===== src/rtl/dsp48a1_op_sequencer.sv =====
// Command-driven sequencer for one DSP48A1 slice: issues one opcode, holds operands for LATENCY cycles, pulses CEP once, returns P.
// Optional DSP_SEQ_OPCNT_EN adds a saturating 16-bit response counter on port op_count.
module dsp48a1_op_sequencer #(
   parameter int LATENCY = 4
) (
   input  logic        CLK,
   input  logic        RST_N,
   input  logic        cmd_valid,
   output logic        cmd_ready,
   input  logic [2:0]  cmd_op,
   input  logic [17:0] cmd_a,
   input  logic [17:0] cmd_b,
   input  logic [47:0] cmd_c,
   input  logic [17:0] cmd_d,
   input  logic        cmd_cin,
   output logic [17:0] dsp_A,
   output logic [17:0] dsp_B,
   output logic [47:0] dsp_C,
   output logic [17:0] dsp_D,
   output logic        dsp_CARRYIN,
   output logic [7:0]  dsp_OPMODE,
   output logic        dsp_CE,
   output logic        dsp_CEP,
   output logic        dsp_RST,
   output logic        dsp_RSTP,
   input  logic [47:0] dsp_P,
   input  logic        dsp_CARRYOUT,
   output logic        rsp_valid,
   input  logic        rsp_ready,
   output logic [47:0] rsp_p,
   output logic        rsp_carry
`ifdef DSP_SEQ_OPCNT_EN
   ,
   output logic [15:0] op_count
`endif
);

   localparam logic [3:0] LAT = 4'(LATENCY);

   typedef enum logic [2:0] {IDLE, ISSUE, CLR, CAPT, DONE} state_t;

   state_t     state;
   logic [3:0] cnt;

   function automatic logic [7:0] opmode_of(input logic [2:0] op, input logic cin);
      logic [7:0] m;
      case (op)
         3'd0:    m = 8'b0000_0001;
         3'd1:    m = 8'b0000_1101;
         3'd2:    m = 8'b1000_1101;
         3'd3:    m = 8'b0001_0001;
         3'd4:    m = 8'b0101_0001;
         3'd5:    m = 8'b0000_1001;
         3'd7:    m = 8'b1101_1101;
         default: m = 8'b0000_0000;
      endcase
      m[5] = cin;
      return m;
   endfunction

   always_ff @(posedge CLK or negedge RST_N) begin
      if (!RST_N) begin
         state       <= IDLE;
         cnt         <= '0;
         dsp_A       <= '0;
         dsp_B       <= '0;
         dsp_C       <= '0;
         dsp_D       <= '0;
         dsp_CARRYIN <= 1'b0;
         dsp_OPMODE  <= '0;
         dsp_CE      <= 1'b0;
         dsp_CEP     <= 1'b0;
         dsp_RST     <= 1'b1;
         dsp_RSTP    <= 1'b1;
         rsp_valid   <= 1'b0;
         rsp_p       <= '0;
         rsp_carry   <= 1'b0;
         cmd_ready   <= 1'b0;
      end else begin
         dsp_RST  <= 1'b0;
         dsp_RSTP <= 1'b0;
         case (state)
            IDLE: begin
               cmd_ready <= 1'b1;
               if (cmd_valid && cmd_ready) begin
                  cmd_ready   <= 1'b0;
                  dsp_A       <= cmd_a;
                  dsp_B       <= cmd_b;
                  dsp_C       <= cmd_c;
                  dsp_D       <= cmd_d;
                  dsp_CARRYIN <= cmd_cin;
                  if (cmd_op == 3'd6) begin
                     // CLEAR leaves OPMODE alone and zeroes P via the synchronous RSTP
                     dsp_RSTP <= 1'b1;
                     state    <= CLR;
                  end else begin
                     dsp_OPMODE <= opmode_of(cmd_op, cmd_cin);
                     dsp_CE     <= 1'b1;
                     dsp_CEP    <= (LAT == 4'd1);
                     cnt        <= 4'd1;
                     state      <= ISSUE;
                  end
               end
            end
            ISSUE: begin
               if (cnt == LAT) begin
                  dsp_CE  <= 1'b0;
                  dsp_CEP <= 1'b0;
                  cnt     <= '0;
                  state   <= CAPT;
               end else begin
                  cnt     <= cnt + 4'd1;
                  dsp_CEP <= ((cnt + 4'd1) == LAT);
               end
            end
            CLR: state <= CAPT;
            CAPT: begin
               rsp_p     <= dsp_P;
               rsp_carry <= dsp_CARRYOUT;
               rsp_valid <= 1'b1;
               state     <= DONE;
            end
            DONE: begin
               if (rsp_ready) begin
                  rsp_valid <= 1'b0;
                  cmd_ready <= 1'b1;
                  state     <= IDLE;
               end
            end
            default: state <= IDLE;
         endcase
      end
   end

`ifdef DSP_SEQ_OPCNT_EN
   function automatic logic [15:0] sat_inc(input logic [15:0] v);
      return (v == 16'hFFFF) ? v : v + 16'd1;
   endfunction

   always_ff @(posedge CLK or negedge RST_N) begin
      if (!RST_N)
         op_count <= '0;
      else if (rsp_valid && rsp_ready)
         op_count <= sat_inc(op_count);
   end
`endif

endmodule


===== config.mk =====
export PLATFORM = sky130hd
export DESIGN_NAME = dsp48a1_op_sequencer
export DESIGN_NICKNAME = d
export VERILOG_FILES = /design/src/rtl/dsp48a1_op_sequencer.sv
export SDC_FILE = /design/constraint.sdc
export NUM_CORES = 1
export LEC_CHECK = 0
export CAP_MARGIN = 20
export CELL_PAD_IN_SITES_DETAIL_PLACEMENT = 1
export CELL_PAD_IN_SITES_GLOBAL_PLACEMENT = 1
export CORE_MARGIN = 2
export CORE_UTILIZATION = 32
export DETAILED_ROUTE_END_ITERATION = 12
export GPL_ROUTABILITY_DRIVEN = 0
export HOLD_SLACK_MARGIN = 0.08
export PLACE_DENSITY = 0.84
export SLEW_MARGIN = 20
export SYNTH_ARGS = -nofsm -noshare
export SYNTH_HDL_FRONTEND = slang
export SYNTH_SLANG_ARGS = --single-unit

===== constraint.sdc =====
create_clock -name CLK -period 1.8 [get_ports CLK]
set_input_delay 0.27 -clock CLK [delete_from_list [all_inputs] [get_ports CLK]]
set_output_delay 0.27 -clock CLK [all_outputs]
set_load 0.02 [all_outputs]

## After elaboration in Yosys (flattened, before gate mapping)

Index checks and enable logic that the tools add are counted.

- Register bits: 173
- Input bits: 159
- Output and inout bits: 166
- Word-level logic and storage cells: 74

- $add $sub $neg: 1
- Eq/ne operators: 17
- Multiplexer cells: 26
- Bitwise operators: 1
- Reductions and logical operators: 13

Operators with widths:

| kind | number |
|---|---|
| 8-bit one-hot mux with 7 select lines | 1 |
| 3-bit == test, second input constant | 5 |
| 3-bit one-hot mux with 5 select lines | 1 |
| 3-bit by 2-bit == test with 1-bit output, second input constant | 4 |
| 1-bit two-way mux | 12 |
| 4-bit two-way mux | 3 |
| 3-bit two-way mux | 3 |
| 3-bit AND reduction | 3 |
| 4-bit by 3-bit == test with 1-bit output, second input constant | 2 |
| 2-bit != test, second input constant | 4 |
| 1-bit one-hot mux with 2 select lines | 4 |
| 4-bit one-hot mux with 2 select lines | 1 |
| 3-bit by 1-bit == test with 1-bit output, second input constant | 2 |
| 3-bit logical NOT | 2 |
| 2-bit AND reduction | 3 |
| 2-bit nonzero test | 3 |
| 4-bit by 1-bit adder with 4-bit output, second input constant | 1 |
| 4-bit AND reduction | 1 |
| 2-bit two-way mux | 1 |
| 1-bit logical AND | 1 |
| 1-bit NOT | 1 |

## Depth between registers and ports, before layout

- Word-level depth: 4
- Depth in mapped cells: 7
- Depth with buffers taken out: 5

## Least setup slack after synthesis

No wires, ideal clock.

- Kind: reg2reg
- Start: register state[1]
- End: register dsp_C[12]
- Library setup time: 127 ps
- Arrival: 1,547 ps
- Required time: 1,673 ps
- Path slack: 126 ps
- Cell stages (with the launch flop): 8
- Buffers on the path: 4
- Period minus slack after synthesis: 1,674 ps
- Cell sequence: dfrtp_1 buf_6 nand4bb_1 buf_4 nor2_8 buf_8 buf_6 mux2_1

- Word-level cells in the longest chain between the ends: 2

Ends and longest elaborated chain:

| what | line | text |
|---|---|---|
| start, declared | 42 | `state_t state;` |
| start signal, assigned | 63 | `state <= IDLE;` |
| start signal, assigned | 95 | `state <= CLR;` |
| start signal, assigned | 101 | `state <= ISSUE;` |
| 3-bit logical NOT | 82 | `case (state)` |
| 2-bit AND reduction (no source line) | n/a |  |
| end signal, assigned | 89 | `dsp_C <= cmd_c;` |
| end, declared | 18 | `output logic [47:0] dsp_C,` |

No other way between the ends.
A chain may end at the register's enable or synchronous reset.

## Final worst setup path

- Start: register rsp_valid
- End: output port rsp_valid

RTL lines:

| what | line | text |
|---|---|---|
| start, declared | 28 | `output logic rsp_valid,` |
| start signal, assigned | 75 | `rsp_valid <= 1'b0;` |
| start signal, assigned | 120 | `rsp_valid <= 1'b1;` |
| start signal, assigned | 125 | `rsp_valid <= 1'b0;` |

No word-level cell between the ends.

==> impl_metrics.yaml <==
outcome:
  status: "finished clean"
drt:
  vias: 4914
  drt_first_iter_violations: 114
  drt_first_pass_iters: 4
  wirelength_um: 20500
  ant_nets: 0
  post_drt_wl_per_cell_um: 19.5
  viasPerCell: 4.67
  drc: 0
clock_tree:
  tritoncts: "built"
  clockBufferDepth: 2
  post_cts_buffers: 0
  cts_buffers: 17
  clk_pin_slew_ns: 0.07
  cts_root_buf: "clkbuf_16"
  htree_levels: 4
  clk_latency_ns: 0.42
  clock_sinks: 172
timing:
  hold_ws_ns: 0.397
  skew_ns: 0.0137
  maxSlewViolCount: 0
  finalSetupViolations: 0
  worst-slew-pin-transition_ns: 0.542
  rsz0062_at_grt: "false"
  timing.final.crit_period_ns: 1.72
  fin_crit_sh: 0.954
  hold_viol: 0
  max_freq_mhz: 583
  relSlewSlack: 0.639
global_route:
  grt-ovfl-total: 0
  grt_usage: 0.186
  grt_first_pass_wirelength_um: 31800
  grt_max_degree: 54
  grt_pass1_vias: 5671
  antenna_found_initial: 0
power_and_ir_drop:
  p_per_area_nw_per_um2: 1930
  finalPower_mw: 21.1
  ir_drop_uv: 742
  p_leak_nw: 4.54
place:
  dp_hpwl_um: 15800
  dp.cells: 1020
  io_buffers: 323
  dpl-instance-area_um2: 10400
synthesis:
  yosysUniqueCellTypes: 43
  syn-cell-area_um2: 6720
  syn_inst: 425
  synth-seq-cells: 172
  netlist_top_cells_area: "dfrtp_1 63%, mux2_2 20%, mux2_1 6.0%, buf_4 1.0%, buf_12 0.89%"
  seq_area_frac_synth: 0.641
  avgSynthCellArea_um2: 15.8
  yosysTopAreaCellShare: 0.633
  yosysWarnings: 0
  yosys.area.top_type: "dfrtp_1"
hold_path:
  hold_path_class: "in2async"
floorplanning:
  core.rowCount: 52
  start_util: 0.329
  die_x_um: 149
  die_y_um: 149
  coreArea_um2: 20400
  io_pins: 325
  dieArea_um2: 22200
final_layout:
  final_common_cell: "clkdlybuf4s50_1"
  fin_util: 0.536
  drive_gt1_frac: 0.230
  postLayoutCellArea_um2: 11000
  syn_to_final_growth_pct: 63.0
  final_cell_mix: "319 x clkdlybuf4s50_1, 170 x dfrtp_1, 117 x mux2_2"
  final_cells: 1053
  diodes: 0
  nets: 931
flow_run:
  cap_violations: 0
critical_path:
  critPathMaxStageDelay_ns: 0.67
  endpoint_kind: "primary output"
  path_cells: "clkdlybuf4s50_1"
  path_buf_inv: 1
  arrival_ns: 1.45
  cp_top_family: "buffers and inverters"
  critPathMaxFanout: 3
  start_kind: "flop"
  critPathKind: "reg2out"
  crit_path_top_delay_cell: "clkdlybuf4s50_1"
  required_ns: 1.53
cells in the mapped netlist (all sizes together):
master / number
dfrtp: 170
mux2: 153
buf: 21
inv: 9
o21ai: 8
a21oi: 7
nand2: 6
nor2: 4
a211oi: 3
a2bb2oi: 3
nand2b: 3
nand3: 3
nor3: 3
a31oi: 2
clkbuf: 2
dfstp: 2
ha: 2
nand3b: 2
o211ai: 2
o32ai: 2
or2: 2
and2: 1
and3: 1
and3b: 1
and4: 1
and4bb: 1
conb: 1
nand4: 1
nand4b: 1
nand4bb: 1
nor2b: 1
nor3b: 1
o21a: 1
o31ai: 1
or3b: 1
or4: 1
xnor2: 1
flip-flops by register name, indices dropped and copies added (netlist names):
register	cells
dsp_CE	1
dsp_A	18
dsp_OPMODE	7
dsp_CEP	1
cmd_ready	1
rsp_valid	1
rsp_carry	1
dsp_CARRYIN	1
cnt	4
rsp_p	48
state	3
dsp_D	18
dsp_RST	1
dsp_C	48
dsp_B	18
dsp_RSTP	1
where the power goes:
part / leakage, nW / internal [mW] / switching (mW)
clock: 0.277 / 2.02 / 1.65
combinational: 2.23 / 5.56 / 5.00
sequential: 2.03 / 5.82 / 1.08
routing by layer:
metal  up-vias  track usage  wire, um
met5         -            0         0
met4         0       0.0595       470
met3        31       0.0648      1550
met2       191        0.348     11200
met1      2508        0.196      7310
li1       2184            -         -
repair_timing:
item,in CTS,in global routing
pin swaps,0,0
hold endpoints to repair,47,0
hold buffers,1,0
resized for setup,3,1
gates cloned,0,0
setup endpoints to repair,3,32
final cells by class:
class	instances	area, um^2
clock inverters	12	125
multi-input cells	222	2180
repair buffers	348	3510
well taps	270	338
clock buffers	20	457
fillers	2026	9480
flip-flops and latches	172	4310
inverters	9	33.8
worst paths after layout:
kind,from,endpoint,slack (ns),depth (start not counted)
max,rsp_valid,rsp_valid,0.08,1
min,RST_N,dsp_C[47],0.40,2
max reg2reg,state[1],dsp_C[9],0.10,4
min reg2reg,dsp_OPMODE[0],dsp_OPMODE[0],0.48,1
max in group asynchronous,RST_N,dsp_C[12],0.73,3
min in group CLK,cmd_d[9],dsp_D[9],0.45,2
per-stage QoR:
step                worst slack [ns]  TNS (ns)
floorplan                      0.126         0
global placement              -0.219    -17.49
detailed placement            -0.274    -21.60
CTS                           0.0254         0
global route                  0.0187         0
finish                        0.0836         0
logic make-up after synthesis:
kind of cell | Yosys count | synth area share
flops | 172 | 0.641
mux | 153 | 0.257
simple gates | 35 | 0.0341
buf+inv | 32 | 0.0352
compound gates | 29 | 0.0274
fa+ha+maj | 2 | 0.00373
other cells | 1 | 0.000558
xor+xnor | 1 | 0.00130
(Power assumes the default switching activity.)
